`src/rtl/fsm_cmd_sched.sv`:
```
// Command scheduler for the small mode FSM.
// Requesters are arbitrated round-robin. Each legal command is held on
// fsm_cmd for HOLD_CYCLES cycles, and then the FSM's reported state is
// checked. Illegal commands, state-check mismatches and unused state
// encodings set err_sticky. A mismatch or an unused encoding also runs a
// recovery sequence that drives the FSM back to state 0.

package fsm_cmd_sched_pkg;

  typedef enum logic [2:0] {
    ST_IDLE    = 3'b000,
    ST_ARB     = 3'b001,
    ST_DRIVE   = 3'b010,
    ST_CHECK   = 3'b011,
    ST_RECOVER = 3'b100
  } state_e;

endpackage

module fsm_cmd_sched
  import fsm_cmd_sched_pkg::*;
#(
  parameter  int NREQ        = 4,
  parameter  int HOLD_CYCLES = 2,
  localparam int GW          = (NREQ > 1) ? $clog2(NREQ) : 1
) (
  input  logic                 clk,
  input  logic                 rst_n,
  input  logic [NREQ-1:0]      req_valid,
  input  logic [3*NREQ-1:0]    req_cmd,
  output logic [NREQ-1:0]      req_ready,
  output logic                 resp_err,
  output logic [GW-1:0]        grant_id,
  output logic [2:0]           fsm_cmd,
  input  logic [2:0]           fsm_state,
  output logic                 busy,
  output logic                 err_sticky
);

  localparam logic [NREQ-1:0] ONE_HOT0  = NREQ'(1);
  localparam logic [3:0]      HOLD_LAST = 4'(HOLD_CYCLES - 1);
  localparam logic [2:0]      CMD_MAX   = 3'd2;

  state_e            state_q, state_d;
  logic [NREQ-1:0]   req_ready_q, req_ready_d;
  logic              resp_err_q, resp_err_d;
  logic [GW-1:0]     grant_id_q, grant_id_d;
  logic [2:0]        fsm_cmd_q, fsm_cmd_d;
  logic              busy_q, busy_d;
  logic              err_sticky_q, err_sticky_d;
  logic [GW-1:0]     last_q, last_d;
  logic [2:0]        cmd_q, cmd_d;
  logic [3:0]        cnt_q, cnt_d;
  // Set when RECOVER follows a failed check and so owes the requester a pulse.
  logic              rec_pulse_q, rec_pulse_d;

  logic [NREQ-1:0]   elig;
  logic              pick_found;
  logic [GW-1:0]     pick_idx;
  logic [2:0]        pick_cmd;
  logic              hold_done;
  logic              check_ok;

  assign hold_done = (cnt_q == HOLD_LAST);
  assign check_ok  = (fsm_state == cmd_q);

  // Round-robin pick: the lowest eligible index above last_q, else wrap to the lowest eligible.
  always_comb begin
    // NOTE: every signal written here gets a default first, so no path leaves it unassigned and no latch is inferred.
    elig       = req_valid & ~req_ready_q;
    pick_found = |elig;
    pick_idx   = '0;
    pick_cmd   = '0;
    for (int i = NREQ - 1; i >= 0; i--) begin
      if (elig[i]) begin
        pick_idx = GW'(i);
        pick_cmd = req_cmd[3*i +: 3];
      end
    end
    for (int i = NREQ - 1; i >= 0; i--) begin
      if (elig[i] && (i > int'(last_q))) begin
        pick_idx = GW'(i);
        pick_cmd = req_cmd[3*i +: 3];
      end
    end
  end

  // State register.
  always_ff @(posedge clk or negedge rst_n) begin
    // NOTE: sequential state uses non-blocking assignments, so every flop samples pre-edge values regardless of block order.
    if (!rst_n) state_q <= ST_IDLE;
    else        state_q <= state_d;
  end

  // Next-state logic; any unused encoding falls into RECOVER.
  always_comb begin
    state_d = state_q;
    case (state_q)
      ST_IDLE:    if (|elig) state_d = ST_ARB;
      ST_ARB: begin
        if (pick_found && (pick_cmd <= CMD_MAX)) state_d = ST_DRIVE;
        else                                     state_d = ST_IDLE;
      end
      ST_DRIVE:   if (hold_done) state_d = ST_CHECK;
      ST_CHECK:   state_d = check_ok ? ST_IDLE : ST_RECOVER;
      ST_RECOVER: if (hold_done) state_d = ST_IDLE;
      default:    state_d = ST_RECOVER;
    endcase
  end

  // Output and datapath next values; the values are registered below so that every output is a flop.
  always_comb begin
    req_ready_d  = '0;
    resp_err_d   = 1'b0;
    grant_id_d   = grant_id_q;
    fsm_cmd_d    = 3'd0;
    busy_d       = (state_d != ST_IDLE);
    err_sticky_d = err_sticky_q;
    last_d       = last_q;
    cmd_d        = cmd_q;
    cnt_d        = '0;
    rec_pulse_d  = rec_pulse_q;
    case (state_q)
      ST_IDLE: ;
      ST_ARB: begin
        if (pick_found) begin
          grant_id_d = pick_idx;
          last_d     = pick_idx;
          cmd_d      = pick_cmd;
          if (pick_cmd <= CMD_MAX) begin
            fsm_cmd_d = pick_cmd;
          end else begin
            req_ready_d  = ONE_HOT0 << pick_idx;
            resp_err_d   = 1'b1;
            err_sticky_d = 1'b1;
          end
        end
      end
      ST_DRIVE: begin
        // Also covers the CHECK cycle, which must keep the command on fsm_cmd.
        fsm_cmd_d = cmd_q;
        if (!hold_done) cnt_d = cnt_q + 4'd1;
      end
      ST_CHECK: begin
        if (check_ok) begin
          req_ready_d = ONE_HOT0 << grant_id_q;
        end else begin
          err_sticky_d = 1'b1;
          rec_pulse_d  = 1'b1;
        end
      end
      ST_RECOVER: begin
        if (!hold_done) begin
          cnt_d = cnt_q + 4'd1;
        end else if (rec_pulse_q) begin
          req_ready_d = ONE_HOT0 << grant_id_q;
          resp_err_d  = 1'b1;
          rec_pulse_d = 1'b0;
        end
      end
      default: begin
        err_sticky_d = 1'b1;
        rec_pulse_d  = 1'b0;
      end
    endcase
  end

  // Registered outputs and datapath; reset drops any in-flight transaction silently.
  always_ff @(posedge clk or negedge rst_n) begin
    if (!rst_n) begin
      req_ready_q  <= '0;
      resp_err_q   <= 1'b0;
      grant_id_q   <= '0;
      fsm_cmd_q    <= 3'd0;
      busy_q       <= 1'b0;
      err_sticky_q <= 1'b0;
      last_q       <= GW'(NREQ - 1);
      cmd_q        <= 3'd0;
      cnt_q        <= '0;
      rec_pulse_q  <= 1'b0;
    end else begin
      req_ready_q  <= req_ready_d;
      resp_err_q   <= resp_err_d;
      grant_id_q   <= grant_id_d;
      fsm_cmd_q    <= fsm_cmd_d;
      busy_q       <= busy_d;
      err_sticky_q <= err_sticky_d;
      last_q       <= last_d;
      cmd_q        <= cmd_d;
      cnt_q        <= cnt_d;
      rec_pulse_q  <= rec_pulse_d;
    end
  end

  assign req_ready  = req_ready_q;
  assign resp_err   = resp_err_q;
  assign grant_id   = grant_id_q;
  assign fsm_cmd    = fsm_cmd_q;
  assign busy       = busy_q;
  assign err_sticky = err_sticky_q;

endmodule

```
`config.mk`:
```
export PLATFORM = sky130hd
export DESIGN_NAME = fsm_cmd_sched
export DESIGN_NICKNAME = d
export VERILOG_FILES = /design/src/rtl/fsm_cmd_sched.sv
export SDC_FILE = /design/constraint.sdc
export NUM_CORES = 1
export LEC_CHECK = 0
export ABC_AREA = 1
export CELL_PAD_IN_SITES_DETAIL_PLACEMENT = 0
export CELL_PAD_IN_SITES_GLOBAL_PLACEMENT = 2
export CORE_MARGIN = 3
export CORE_UTILIZATION = 29
export DETAILED_ROUTE_END_ITERATION = 12
export PLACE_DENSITY = 0.94
export RECOVER_POWER = 25
export SLEW_MARGIN = 0
export SYNTH_ARGS = -nofsm -noshare
export SYNTH_HDL_FRONTEND = slang
export SYNTH_SLANG_ARGS = --single-unit
```
`constraint.sdc`:
```
create_clock -name clk -period 2.4 [get_ports clk]
set_input_delay 0.6 -clock clk [delete_from_list [all_inputs] [get_ports clk]]
set_output_delay 0.6 -clock clk [all_outputs]
set_load 0.02 [all_outputs]
```
==> results.ini <==
[run_status]
status=finished, final reports clean

[worst_hold_path]
min_from=err_sticky
whs_path_depth=2
min_to=err_sticky
hold_class=register to register

[sta]
skew_ns=0.00285
setup_tns_ns=0
min_period_ns=2.13
max-slew-margin-rel=0.0873
tightest_slew_ns=1.37
timing.final.ws_setup_ns=0.267
slew_violations=0
fmax_mhz=469
grt_setup_unrepaired=false
setup-violations-final=0
period_share=0.889
final-hold-violation-count=0

[logic_synthesis]
synth_seq_area_share=0.431
synthTopCellsByArea=dfrtp_1, nand2_1, inv_1
syn_area_um2=1460
synth_area_leader_cell=dfrtp_1
ys_warn_count=0
syn_nets=222
yosysTopAreaCellShare=0.395
syn_inst=199
ys_ff_latch=25
ys_types=25
syn_avg_cell_area_um2=7.32

[clock_network]
cts_htree_levels=1
clock_latency_ns=0.27
root_buffer=clkbuf_8
cts_tree=done
cts_hold_buf=0
cts.clk_slew.worst_paths_ns=0.09
numClockSinks=25
cts_buffer_depth=2
cts_buffers=3

[critical_path]
critPathBufInv=4
crit_family=simple AND/OR/NAND/NOR gates
max_stage_delay_ns=0.49
cp.required_ns=2.55
crit_top_cell=nand2_2
r2r-end=req_ready[0]
setup.worst_path.end_class=register
r2r_slack_ns=0.61
crit_arrival_ns=2.29
critPathKind=input pin to register
crit_fanout=7
path_cells=clkdlybuf4s50_1, nand2_2, buf_4, nor2_1, inv_2, nand2_2, nand3_1, nand2_1, inv_1, nand2_1, nand2_2, nand2_2, nand2_4, nand3_1, nand2_1
r2r-start=last_q[1]
r2r.worst_path.cells=11
cp_slowest_cell=clkdlybuf4s50_1
critPathLaunchType=input pin

[power_and_ir_drop]
peakVddDrop_uv=391
leakagePower_nw=0.979
powerDensity_nw_per_um2=1060
total_power_mw=2.09

[floorplanning]
initial_core_util=0.304
rows=25
ioPinCount=33
die_area_um2=5910
die_y_um=76.9
die_w_um=76.9
core-area_um2=4790

[route]
ant_nets=0
drtIter0Drc=114
wl_per_cell_um=11.4
drc=0
wirelength_um=3560
vias=1368
drtPass1Iterations=4
vias_per_cell=4.40

[layout]
most-common-layout-cells=nand2_1, inv_1, clkdlybuf4s50_1, nor2_1, dfrtp_1
area_growth_pct=35.6
final_nets=268
antenna_cells=0
layout_commonest_cell=nand2_1
final_cell_area_um2=1970
drive_above_1_share=0.115

[global_route]
overflow=0
grt_usage=0.128
antenna_found_initial=0
grt_pass1_wl_um=6220
grt_pass1_vias=1340
grt_start_max_net_pins=26

[placement]
placed_area_um2=1930
gp_congestion=0.767
dpl_worst_slack_ns=-0.0999
port_buffers=32
dpl.hpwl_um=2890

[flow_run]
cap_violations=0

[cell type report]
type                       instances  area, µm²
clock buffer                       4       45.0
fill                             510       2810
timing repair buffer              42        392
tap                               67       83.8
sequential                        25        628
multi-input combinational        141        706
inverter                          32        120
[tightest hold or removal path, stage by stage, from the launching register on]
cell and delay, ns:
dfrtp_1 0.35, inv_1 0.04, nand2_1 0.05
[metrics by stage]
step | utilization | hold slack, ns | cells
2_1_floorplan | - | 0.304 | 199
6_report | 0.413 | 0.471 | 311
3_3_place_gp | 0.403 | 0.457 | 307
3_5_place_dp | 0.403 | 0.456 | 307
5_1_grt | 0.413 | 0.514 | 311
4_1_cts | 0.413 | 0.479 | 311
[Yosys cell counts, drive strengths merged]
cell type and number:
o32ai 1, o22ai 1, a31oi 2, o21ai 14, nor3 6, xnor2 4
xor2 1, nand2 56, buf 1, nor2 25, dfrtp 23, o21a 1
ha 2, dfstp 2, o211ai 1, nand3 19, nand4 3, or2 2
a21oi 3, inv 32
[per-layer routing]
layer  GRT usage  up-vias  share of wire
li1            -      723              -
met2       0.202       24           0.46
met4      0.0163        0         0.0065
met1       0.183      619           0.49
met5           0        -              0
met3      0.0293        2          0.040
[kinds of logic (layout without fill, tap and decap cells)]
kind of cell | count (synthesis) | after routing | synth area share
buf+inv | 33 | 78 | 0.0859
simple gates | 111 | 111 | 0.335
flops | 25 | 25 | 0.431
fa+ha+maj | 2 | 2 | 0.0172
compound gates | 23 | 23 | 0.101
xor+xnor | 5 | 5 | 0.0301
[state kept, by name (all words and copies together) (netlist names)]
| name | flops |
|---|---|
| cmd_q | 3 |
| grant_id | 2 |
| rec_pulse_q | 1 |
| cnt_q | 4 |
| state_q | 3 |
| req_ready | 4 |
| last_q | 2 |
| err_sticky | 1 |
| busy | 1 |
| resp_err | 1 |
| fsm_cmd | 3 |
[worst max path at each step]
| stage | startpoint | to | slack (ns) | depth (start not counted) |
|---|---|---|---|---|
| 2_1_floorplan | req_valid[0] | req_ready[2] | 0.81 | 12 |
| 3_3_place_gp | req_valid[2] | req_ready[0] | -0.04 | 15 |
| 3_5_place_dp | req_valid[3] | req_ready[3] | -0.1 | 9 |
| 4_1_cts | req_valid[3] | req_ready[3] | 0.18 | 9 |
| 5_1_grt | req_valid[2] | req_ready[0] | 0.02 | 15 |
| 6_report | req_valid[2] | req_ready[0] | 0.27 | 15 |
[power breakdown]
group | leakage, nW | switching [mW] | internal, mW
sequential | 0.318 | 0.104 | 0.579
clock | 0.0228 | 0.133 | 0.119
combinational | 0.637 | 0.700 | 0.459
[timing repair]
item                                    in CTS  in global routing
resized for setup                            0                  2
endpoints found under the setup margin       0                  3
setup buffers                                0                  0
Note: power is estimated with default switching activity, not from simulation.
==> RTL change 1 (config.mk and constraints unchanged) <==
Change the parameter `NREQ` from 4 to 8.
--- a/src/rtl/fsm_cmd_sched.sv
+++ b/src/rtl/fsm_cmd_sched.sv
@@ -22,3 +22,3 @@
 #(
-  parameter  int NREQ        = 4,
+  parameter  int NREQ        = 8,
   parameter  int HOLD_CYCLES = 2,
Ports: changed (resized grant_id, req_cmd, req_ready and req_valid); port bits go from 33 to 54. The function was not compared with the original's and may differ.
==> RTL change 1 against the unedited design <==
  * Setup slack got worse by 0.11 ns
  * Cell area rose by 77%
  * Sequential cell count rose by 6
  * First-iteration DRC count fell by 39%
  * Register-to-register slack got worse by 0.39 ns
  * Routed wire length rose by 100%
  * Total power rose by 82%
  * Synthesized area rose by 53%
  * Critical endpoint is now busy
==> RTL change 1: results <==
set metrics [dict create \
    cts_root_buffer "clkbuf_8" \
    critical_path.max_fanout 4 \
    drive_above_1_share 0.2444 \
    r2r_setup_slack_ns 0.22 \
    detail_route.iter0.violations 69 \
    clockBufferDepth 2 \
    cts-htree-levels 2 \
    status "completed" \
    ys_types 33 \
    synth_xor_area_frac 0.01963 \
    grt_pass1_wl_um 10960 \
    timing.rr.start "last_q[0]" \
    use_met3 0.02564 \
    numCtsBuffers 5 \
    ys_seq_area_frac 0.3494 \
    max_stage_delay_ns 0.46 \
    synthTopCellsByArea "dfrtp_1, nand2_1, inv_1" \
    routed-wl-met2_um 3444 \
    p_clk_mw 0.389 \
    synthTopCellsByCount "nand2_1, inv_1, nor2_1, nand3_1, dfrtp_1" \
    drt-vias-per-instance 4.528 \
    preCtsSetupSlack_ns -0.3509 \
    synth-compound-area-share 0.1183 \
    p_leak_nw 1.827 \
    synthAdderAreaFrac 0.01122 \
    crit_arrival_ns 2.40 \
    ir_drop_mv 0.5292 \
    slew_headroom 0.4791 \
    grt_util_met2 0.2649 \
    switching_power_mw 1.809 \
    final_nets 488 \
    grt_start_max_net_pins 32 \
    worstSetupStartpoint "req_valid[1]" \
    drt-total-wl_um 7126 \
    globalplace.congestion 0.9222 \
    ctsResizeCount 2 \
    hold_slack_ns 0.4756 \
    syn_nets 382 \
    fin_ws_ns 0.1614 \
    placed_cell_area_sq_um 3193 \
    port_buffers 53 \
    wl_met3_um 288 \
    dp_hpwl_um 5636 \
    vias 2486 \
    post_cts_buffers 0 \
    netSwitchingFraction 0.4746 \
    grt_use_met1 0.2055 \
    fin_worst_skew_ns 0.004518 \
    clk_pin_slew_ns 0.06 \
    dp.cells 536 \
    synth.avg_cell_area_sq_um 6.504 \
    synth-async-reset-ratio 1.000 \
    crit_end "busy" \
    r2r_cells 12 \
    gr-usage-all-layers 0.1583 \
    grt_pass1_vias 2376 \
    r2r_end "req_ready[5]" \
]
-- RTL change 1: cell count changes in the layout (fill, tap and decap cells not counted), sizes merged, moves of 2 or more --
cell | before | now
nand3 | 19 | 30
nor4 | 0 | 2
clkbuf | 5 | 8
dlymetal6s2s | 0 | 7
a21oi | 3 | 10
nand2 | 56 | 109
buf | 9 | 46
dfrtp | 23 | 28
o21ai | 14 | 26
and3 | 0 | 2
nor2 | 25 | 41
or2 | 2 | 0
clkdlybuf4s50 | 31 | 45
inv | 32 | 67
-- RTL change 1: cell type report --
type / count / area, sq um
fillers: 749 / 3882
multi-input cells: 244 / 1338
repair buffers: 100 / 913.4
flip-flops and latches: 31 / 779.5
inverters: 67 / 251.5
well taps: 99 / 123.9
clock buffers: 7 / 76.32
clock inverters: 1 / 5.005
==> RTL change 2 (config.mk and constraints unchanged) <==
Made on the original files. Remove the register `resp_err_q`: a continuous assignment takes its place, so the output `resp_err` follows one clock earlier.
--- a/src/rtl/fsm_cmd_sched.sv
+++ b/src/rtl/fsm_cmd_sched.sv
@@ -171,3 +171,2 @@
       req_ready_q  <= '0;
-      resp_err_q   <= 1'b0;
       grant_id_q   <= '0;
@@ -182,3 +181,2 @@
       req_ready_q  <= req_ready_d;
-      resp_err_q   <= resp_err_d;
       grant_id_q   <= grant_id_d;
@@ -194,2 +192,4 @@
 
+  assign resp_err_q = resp_err_d;
+
   assign req_ready  = req_ready_q;
Check against the original RTL: not equivalent (a bounded check fails within 4 cycles, from zero or initial values and one cycle with rst_n low).
==> RTL change 2 against the unedited design <==
  * The flow now finishes with violations (negative setup slack)
  * Total power is 25% higher
  * Sequential cell count is 1 lower
  * Die area is 1.6% lower
  * Routed wire length is 10% higher
  * First-iteration DRC count is 31% lower
  * Cell area is 17% higher
  * Setup slack worse by 0.30 ns
  * Hold slack better by 0.0035 ns
  * Utilization is 9.3 points higher
  * Synthesized area is 1.7% lower
  * Non-clock buffer count is 41 higher
  * Critical path type is now in2out
  * Largest power group unchanged
==> RTL change 2: results <==
set metrics [dict create \
    status "complete, but fails checks" \
    violations "negative setup slack" \
    synth-async-reset-ratio 1.000 \
    max_stage_delay_ns 0.19 \
    timing.rr.start "last_q[1]" \
    vias 1510 \
    r2r_cells 17 \
    drive_above_1_share 0.3204 \
    synthTopCellsByCount "nand2_1, inv_1, nor2_1, dfrtp_1, nand3_1" \
    synthTopCellsByArea "dfrtp_1, nand2_1, inv_1" \
    slew_headroom 0.1436 \
    ir_drop_mv 0.5976 \
    r2r_setup_slack_ns 0.17 \
    syn_nets 221 \
    detail_route.iter0.violations 79 \
    gr-usage-all-layers 0.1416 \
    drt-total-wl_um 3928 \
    critical_path.max_fanout 6 \
    fin_worst_skew_ns 0.003616 \
    crit_end "resp_err" \
    p_leak_nw 1.185 \
    r2r_end "err_sticky" \
    dp_hpwl_um 2917 \
    hold_class "reg2reg" \
    setup_viol 1 \
    grt_start_max_net_pins 25 \
    antenna_cells 0 \
    tns_ns -0.02959 \
    final_nets 308 \
    fin_ws_ns -0.02959 \
    crit_slowest_cell "dlygate4sd2_1" \
    antenna_found_initial 0 \
    grt_pass1_wl_um 6755 \
    worstSetupStartpoint "req_valid[0]" \
    globalplace.congestion 0.8484 \
    clockBufferDepth 2 \
    grt_pass1_vias 1412 \
    cts-htree-levels 1 \
    cts_root_buffer "clkbuf_8" \
    ys_seq_area_frac 0.4213 \
]
-- RTL change 2: changes by cell type after synthesis, sizes merged --
cell and change:
dfrtp -1
-- RTL change 2: cell families (layout without fill, tap and decap cells) --
family | after synthesis | count (layout) | share of synthesized area
AO/OA/AOI/OAI | 23 | 23 | 0.1023
adder cells (fa/ha/maj) | 2 | 2 | 0.01748
AND/OR/NAND/NOR | 111 | 111 | 0.3409
buffers and inverters | 33 | 119 | 0.08741
XOR/XNOR | 5 | 5 | 0.03059
flip-flops | 24 | 24 | 0.4213
-- RTL change 2: final cells by class --
cell class | instances | area, sq um
fillers | 479 | 2256
multi-input cells | 141 | 769.5
well taps | 65 | 81.33
repair buffers | 83 | 679.4
inverters | 32 | 120.1
flip-flops and latches | 24 | 603.1
clock buffers | 4 | 55.05
-- RTL change 2: worst min path at each step --
stage                     from          to  slack, ns
floorplan                rst_n        busy       0.30
global placement    err_sticky  err_sticky       0.45
detailed placement  err_sticky  err_sticky       0.46
CTS                 err_sticky  err_sticky       0.48
global route        err_sticky  err_sticky       0.51
finish              err_sticky  err_sticky       0.47
-- RTL change 2: critical path: cells and delay by family --
family	cells	cell delay, ns
AO/OA/AOI/OAI	1	0.18
AND/OR/NAND/NOR	9	0.60
buffers and inverters	4	0.44
-- RTL change 2: stage by stage --
step,util,hold slack (ns),std cells,cell area (sq um),setup WS [ns]
floorplan,-,0.3044,198,1431,0.2218
global placement,0.4515,0.4541,325,2061,-0.9222
detailed placement,0.4515,0.4567,325,2061,-0.9259
CTS,0.4986,0.4776,346,2276,-0.04394
global route,0.5058,0.5064,349,2308,-0.1578
finish,0.5058,0.4746,349,2308,-0.02959
-- RTL change 2: timing repair --
item                       CTS  global route
pin swaps                   24            10
gates resized for setup     41            10
hold buffers                 0             0
setup buffers               17             4
setup endpoints to repair    1             4
-- RTL change 2: report_power, final --
part / internal, mW / total [mW] / leakage [nW] / switching [mW]
logic: 0.828 / 1.70 / 0.851 / 0.868
registers: 0.558 / 0.656 / 0.305 / 0.0982
clock network: 0.146 / 0.268 / 0.0288 / 0.122
-- RTL change 2: metal layers --
layer,global-route usage,up-vias,part of all wire
met2,0.2135,28,0.46
met1,0.2077,675,0.49
met5,0,-,0
li1,-,803,-
met4,0.03261,0,0.012
met3,0.02837,4,0.043
